**src/rtl/battleship_pkg.sv**
```systemverilog
// Shared types and constants for the shot-scoring request path.
package battleship_pkg;

    // Shot-request sequencer states
    typedef enum logic [2:0] {
        S_IDLE    = 3'd0,
        S_REQ     = 3'd1,
        S_WAIT    = 3'd2,
        S_UPDATE  = 3'd3,
        S_RELEASE = 3'd4
    } shot_state_t;

    // One-hot encoding of the biggest ship hit by a shot
    localparam logic [4:0] SHIP_NONE  = 5'b00000;
    localparam logic [4:0] PATROL     = 5'b00001;
    localparam logic [4:0] SUB        = 5'b00010;
    localparam logic [4:0] CRUISER    = 5'b00100;
    localparam logic [4:0] BATTLESHIP = 5'b01000;
    localparam logic [4:0] CARRIER    = 5'b10000;

    localparam int COORD_W = 4;
    localparam int CNT_W   = 8;

    // Tally addition that sticks at all-ones instead of wrapping
    function automatic logic [CNT_W-1:0] sat_add(input logic [CNT_W-1:0] a,
                                                 input logic [CNT_W-1:0] b);
        logic [CNT_W:0] sum;
        sum = {1'b0, a} + {1'b0, b};
        return sum[CNT_W] ? {CNT_W{1'b1}} : sum[CNT_W-1:0];
    endfunction

endpackage

```
**src/rtl/key_debouncer.sv**
```systemverilog
// Synchronizes and debounces the active-low score key; emits a one-cycle
// pulse when the debounced level falls (a clean press).
module key_debouncer #(
    parameter int DEBOUNCE_CYCLES = 500_000
) (
    input  logic clock,
    input  logic reset_L,
    input  logic key_L,
    output logic level,
    output logic press
);

    localparam int CW = $clog2(DEBOUNCE_CYCLES + 1);

    logic          sync_p0;
    logic          sync_p1;
    logic [CW-1:0] hold_cnt;

    // Two-flop synchronizer; idles high because the key is active-low
    always_ff @(posedge clock or negedge reset_L) begin
        if (!reset_L) begin
            sync_p0 <= 1'b1;
            sync_p1 <= 1'b1;
        end else begin
            sync_p0 <= key_L;
            sync_p1 <= sync_p0;
        end
    end

    // Accept a new level only after it has differed for DEBOUNCE_CYCLES straight cycles
    always_ff @(posedge clock or negedge reset_L) begin
        if (!reset_L) begin
            level    <= 1'b1;
            hold_cnt <= '0;
            press    <= 1'b0;
        end else begin
            press <= 1'b0;
            if (sync_p1 == level) begin
                hold_cnt <= '0;
            end else if (hold_cnt == CW'(DEBOUNCE_CYCLES - 1)) begin
                level    <= sync_p1;
                hold_cnt <= '0;
                press    <= ~sync_p1;
            end else begin
                hold_cnt <= hold_cnt + CW'(1);
            end
        end
    end

endmodule

```
**src/rtl/shot_controller.sv**
```systemverilog
// Request side of the shot-scoring interface: turns a debounced key press
// into a single score request, waits for the scorer (or gives up), and keeps
// the result registers, big-bomb inventory and running tallies.
module shot_controller
    import battleship_pkg::*;
#(
    parameter int DEBOUNCE_CYCLES = 500_000,
    parameter int BIG_BOMBS       = 2,
    parameter int TIMEOUT_CYCLES  = 16
) (
    input  logic               clock,
    input  logic               reset_L,
    input  logic               key_score_L,
    input  logic [COORD_W-1:0] x_in,
    input  logic [COORD_W-1:0] y_in,
    input  logic               big_in,
    output logic               score_req,
    output logic [COORD_W-1:0] score_x,
    output logic [COORD_W-1:0] score_y,
    output logic               score_big,
    output logic [1:0]         big_left,
    input  logic               rsp_valid,
    input  logic               rsp_wrong,
    input  logic               rsp_hit,
    input  logic               rsp_near,
    input  logic               rsp_miss,
    input  logic [4:0]         rsp_ship,
    input  logic [3:0]         rsp_num_hit,
    output logic               res_hit,
    output logic               res_near,
    output logic               res_miss,
    output logic [4:0]         res_ship,
    output logic [3:0]         res_num_hit,
    output logic               res_wrong,
    output logic               res_timeout,
    output logic               result_valid,
    output logic [CNT_W-1:0]   shots_fired,
    output logic [CNT_W-1:0]   hits_total
);

    localparam int TW = $clog2(TIMEOUT_CYCLES + 1);

    shot_state_t   state;
    logic [TW-1:0] tmo_cnt;
    logic          key_level;
    logic          key_press;

    key_debouncer #(
        .DEBOUNCE_CYCLES(DEBOUNCE_CYCLES)
    ) u_key (
        .clock   (clock),
        .reset_L (reset_L),
        .key_L   (key_score_L),
        .level   (key_level),
        .press   (key_press)
    );

    // Shot sequencer. Results, tallies and inventory are loaded on the edge
    // that enters UPDATE, so result_valid is high for the UPDATE cycle itself
    // and the res_* values appear the cycle after rsp_valid is sampled.
    always_ff @(posedge clock or negedge reset_L) begin
        if (!reset_L) begin
            state        <= S_IDLE;
            tmo_cnt      <= '0;
            score_req    <= 1'b0;
            score_x      <= '0;
            score_y      <= '0;
            score_big    <= 1'b0;
            big_left     <= 2'(BIG_BOMBS);
            res_hit      <= 1'b0;
            res_near     <= 1'b0;
            res_miss     <= 1'b0;
            res_ship     <= SHIP_NONE;
            res_num_hit  <= '0;
            res_wrong    <= 1'b0;
            res_timeout  <= 1'b0;
            result_valid <= 1'b0;
            shots_fired  <= '0;
            hits_total   <= '0;
        end else begin
            score_req    <= 1'b0;
            result_valid <= 1'b0;

            case (state)
                S_IDLE: begin
                    if (key_press) begin
                        score_x   <= x_in;
                        score_y   <= y_in;
                        score_big <= big_in;
                        score_req <= 1'b1;
                        state     <= S_REQ;
                    end
                end

                S_REQ: begin
                    tmo_cnt <= '0;
                    state   <= S_WAIT;
                end

                S_WAIT: begin
                    if (rsp_valid) begin
                        state        <= S_UPDATE;
                        result_valid <= 1'b1;
                        res_timeout  <= 1'b0;
                        if (rsp_wrong) begin
                            // Rejected shot: flag it, leave tallies and inventory alone
                            res_wrong   <= 1'b1;
                            res_hit     <= 1'b0;
                            res_near    <= 1'b0;
                            res_miss    <= 1'b0;
                            res_ship    <= SHIP_NONE;
                            res_num_hit <= '0;
                        end else begin
                            res_wrong   <= 1'b0;
                            res_hit     <= rsp_hit;
                            res_near    <= rsp_near;
                            res_miss    <= rsp_miss;
                            res_ship    <= rsp_ship;
                            res_num_hit <= rsp_num_hit;
                            shots_fired <= sat_add(shots_fired, CNT_W'(1));
                            hits_total  <= sat_add(hits_total, CNT_W'(rsp_num_hit));
                            if (score_big && (big_left != 2'd0))
                                big_left <= big_left - 2'd1;
                        end
                    end else if (tmo_cnt == TW'(TIMEOUT_CYCLES - 1)) begin
                        // Last permitted WAIT cycle without a response: abandon the shot
                        state        <= S_UPDATE;
                        result_valid <= 1'b1;
                        res_timeout  <= 1'b1;
                        res_wrong    <= 1'b1;
                        res_hit      <= 1'b0;
                        res_near     <= 1'b0;
                        res_miss     <= 1'b0;
                        res_ship     <= SHIP_NONE;
                        res_num_hit  <= '0;
                    end else begin
                        tmo_cnt <= tmo_cnt + TW'(1);
                    end
                end

                S_UPDATE: begin
                    state <= S_RELEASE;
                end

                S_RELEASE: begin
                    // A held key must be let go before another shot can start
                    if (key_level)
                        state <= S_IDLE;
                end

                default: begin
                    state <= S_IDLE;
                end
            endcase
        end
    end

endmodule

```
**config.mk**
```make
export PLATFORM = sky130hd
export DESIGN_NAME = shot_controller
export DESIGN_NICKNAME = d
export VERILOG_FILES = /design/src/rtl/battleship_pkg.sv /design/src/rtl/key_debouncer.sv /design/src/rtl/shot_controller.sv
export SDC_FILE = /design/constraint.sdc
export NUM_CORES = 1
export LEC_CHECK = 0
export CORE_MARGIN = 2
export CORE_UTILIZATION = 46
export CTS_CLUSTER_SIZE = 8
export DETAILED_ROUTE_END_ITERATION = 8
export PLACE_DENSITY = 0.84
export SLEW_MARGIN = 30
export SYNTH_ARGS = -nofsm -noshare
export SYNTH_HDL_FRONTEND = slang
export SYNTH_SLANG_ARGS = --single-unit
```
**constraint.sdc**
```tcl
create_clock -name clock -period 1.7 [get_ports clock]
set_input_delay 0.34 -clock clock [delete_from_list [all_inputs] [get_ports clock]]
set_output_delay 0.34 -clock clock [all_outputs]
set_load 0.01 [all_outputs]
```
==> impl_metrics.yaml <==
critical_path:
  endpoint_kind: "flop"
  path_max_fanout: 5
  worstPathArrival_ps: 2010
  cp_top_family: "adder cells"
  cp_cell_sequence: "ha_2 > fa_2 > a21o_1 > a21oi_4 > o21ai_1 > mux2_4"
  crit_buf_inv: 0
  slowest_stage: "dfrtp_1"
  critical-path-max-stage-delay_ps: 390
  setup.worst_path.start_class: "flop"
  required_ps: 1940
  path_class: "reg -> reg"
yosys:
  ys_ff_latch: 74
  yosys.area.top_type: "dfrtp_1"
  ys_seq_area_frac: 0.550
  synth_ff_type: "dfrtp_1"
  synthCells: 304
  yosysMostFrequentCell: "dfrtp_1"
  netlist_top_cells_count: "70 x dfrtp_1, 28 x nor2_1, 19 x nand2_1, 18 x nand3_1, 16 x mux2_2"
  async_flop_share: 1.00
  yosys_warnings: 0
  synth_top_cell_area_share: 0.519
  synthesis.area_sq_um: 3370
  synth_cell_types: 45
  synth_edf_count: 0
  synth.area.top_cells: "dfrtp_1 52%, mux2_2 5.3%, xnor2_1 3.6%"
  avgSynthCellArea_sq_um: 11.1
  syn_nets: 340
detailed_routing:
  drt-wirelength-per-cell_um: 16.5
  drc: 0
  initialDrtViolationCount: 140
  vias_per_cell: 5.38
  drtAntennaViolNets: 0
  drt_first_pass_iters: 4
  routed_wirelength_um: 8900
  vias: 2905
power:
  ir_drop_mv: 0.575
  p_leak_nw: 2.34
  clkPwrFrac: 0.445
  pwr-share-comb: 0.048
  switchingPower_mw: 0.805
  seqPwrFrac: 0.507
  intPower_mw: 2.70
  swShare: 0.230
  p_per_area_nw_per_um2: 693
timing:
  setup_ws_ps: -66.5
  min_period_ps: 1770
  timing.final.max_slew_violations: 0
  grt_setup_unrepaired: "true"
  fin_crit_sh: 1.04
  clock_skew_ps: 12.0
  fmax_mhz: 566
  finalSetupViolCount: 8
  tightestPinTransition_ps: 402
  hold_viol_final: 0
  timing.slew.headroom: 0.731
global_routing:
  grt_max_degree: 75
  overflow: 0
  grt_antenna_before_repair: 0
  grt_pass1_wl_um: 13300
  track_usage: 0.219
  grt_pass1_vias: 2921
clocking:
  clock_path_buffers: 2
  cts_inserted_buffers: 9
  clk_pin_slew_worst_paths_ps: 90
  hold_buffers: 0
  htree_levels: 3
  cts_sinks: 74
  cts_tree: "done"
  clockRootBuffer: "clkbuf_8"
  clkLatencyLatePin_ps: 350
flow_run:
  max_cap_viol_count: 0
outcome:
  violations: "negative setup slack"
  outcome: "finished with violations"
place:
  dp.cells: 506
  pre_cts_slack_ps: -546
  hpwlAfterDp_um: 5580
  port_buffers: 68
  gp_congestion: 0.871
  dpl-instance-area_sq_um: 4530
floorplan:
  die_y_um: 89.7
  die_w_um: 89.7
  row_count: 31
  fp.coreArea_sq_um: 7180
  start_util: 0.470
  die_area_sq_um: 8040
  num_io_pins: 69
min_path:
  hold_path_class: "in -> async"
finish:
  antenna_cells: 0
  nets: 472
  layoutNonFillerInstCount: 540
  area_growth_pct: 49.8
  drive_gt1_frac: 0.322
  final_area_sq_um: 5050
==> worst paths after layout <==
check	slack, ps	cells past startpoint	startpoint	endpoint
worst min-delay path	3	2	reset_L	hits_total[5]
worst max-delay path	-70	6	hits_total[0]	hits_total[5]
min in group clock	370	0	u_key.sync_p0	u_key.sync_p1
max in group asynchronous	1350	2	reset_L	u_key.level
worst max register to register	-70	6	hits_total[0]	hits_total[5]
worst min register to register	370	0	u_key.sync_p0	u_key.sync_p1
==> power by group through the flow <==
stage / Clock, mW / Combinational, mW / Sequential [mW]
after floorplan: 0 / 0.0315 / 1.81
after global placement: 0 / 0.156 / 1.81
after detailed placement: 0 / 0.162 / 1.81
after CTS: 1.57 / 0.166 / 1.78
after global routing: 1.66 / 0.184 / 1.78
final: 1.56 / 0.168 / 1.78
==> cells by family after synthesis <==
family / share of synthesized area
xor+xnor: 0.0519
mux: 0.0623
compound gates: 0.0949
flops: 0.550
simple gates: 0.176
fa+ha+maj: 0.0393
buf+inv: 0.0252
==> layout make-up <==
class / instances / area, sq um
Sequential cell: 74 / 1860
Fill cell: 476 / 2120
Clock buffer: 9 / 124
Clock inverter: 7 / 103
Inverter: 11 / 41.3
Multi-Input combinational cell: 209 / 1610
Timing Repair Buffer: 131 / 1190
Tap cell: 99 / 124
==> stage by stage <==
| step | hold WS (ps) | total power, mW | utilization | TNS, ps |
|---|---|---|---|---|
| final | 3.09 | 3.50 | 0.704 | -334 |
| after global routing | 43.4 | 3.62 | 0.704 | -954 |
| after CTS | 14.9 | 3.51 | 0.672 | -703 |
| after detailed placement | 356 | 1.97 | 0.631 | -5870 |
| after global placement | 356 | 1.96 | 0.631 | -5160 |
| after floorplan | 44.4 | 1.84 | - | -532 |
==> flip-flops by register name (all words and copies together) (netlist names), 2 cells and up <==
| signal | count |
|---|---|
| tmo_cnt | 5 |
| hits_total | 8 |
| shots_fired | 8 |
| res_num_hit | 4 |
| state | 3 |
| res_ship | 5 |
| score_x | 4 |
| u_key.hold_cnt | 19 |
| big_left | 2 |
| score_y | 4 |
==> repair_timing <==
action	CTS	global route
cloned	0	1
pin swaps	8	12
resized for setup	16	34
hold endpoints to repair	0	0
setup endpoints to repair	21	57
buffers inserted	5	13
==> worst register-to-register path, delay by kind of cell (launching register included) <==
family / cells / cell delay, ps
fa+ha+maj: 2 / 560
compound gates: 3 / 440
flops: 1 / 390
mux: 1 / 260
==> routing by layer <==
| metal | track usage | up-vias | part of all wire |
|---|---|---|---|
| met1 | 0.257 | 1445 | 0.40 |
| met4 | 0.102 | 0 | 0.029 |
| met2 | 0.377 | 94 | 0.53 |
| met3 | 0.0567 | 21 | 0.044 |
| li1 | - | 1345 | - |
| met5 | 0 | - | 0 |
==> layout by cell type (no fill, tap or decap), drive strengths merged, types with 3 or more instances in the layout <==
cell type,count
nand3,19
clkbuf,9
nor3,4
xor2,6
a21oi,15
clkinv,3
nand2,19
inv,12
nand4,6
or3,4
o31ai,4
ha,9
nor2,28
xnor2,14
nor4,4
or4,4
and3,3
dlymetal6s2s,3
dfstp,4
buf,64
dlygate4sd2,5
o21ai,8
nand2b,3
a22o,12
a31oi,3
dfrtp,70
nor3b,3
and2,3
clkdlybuf4s50,59
mux2,16
mux2i,3
(Power assumes the default switching activity.)
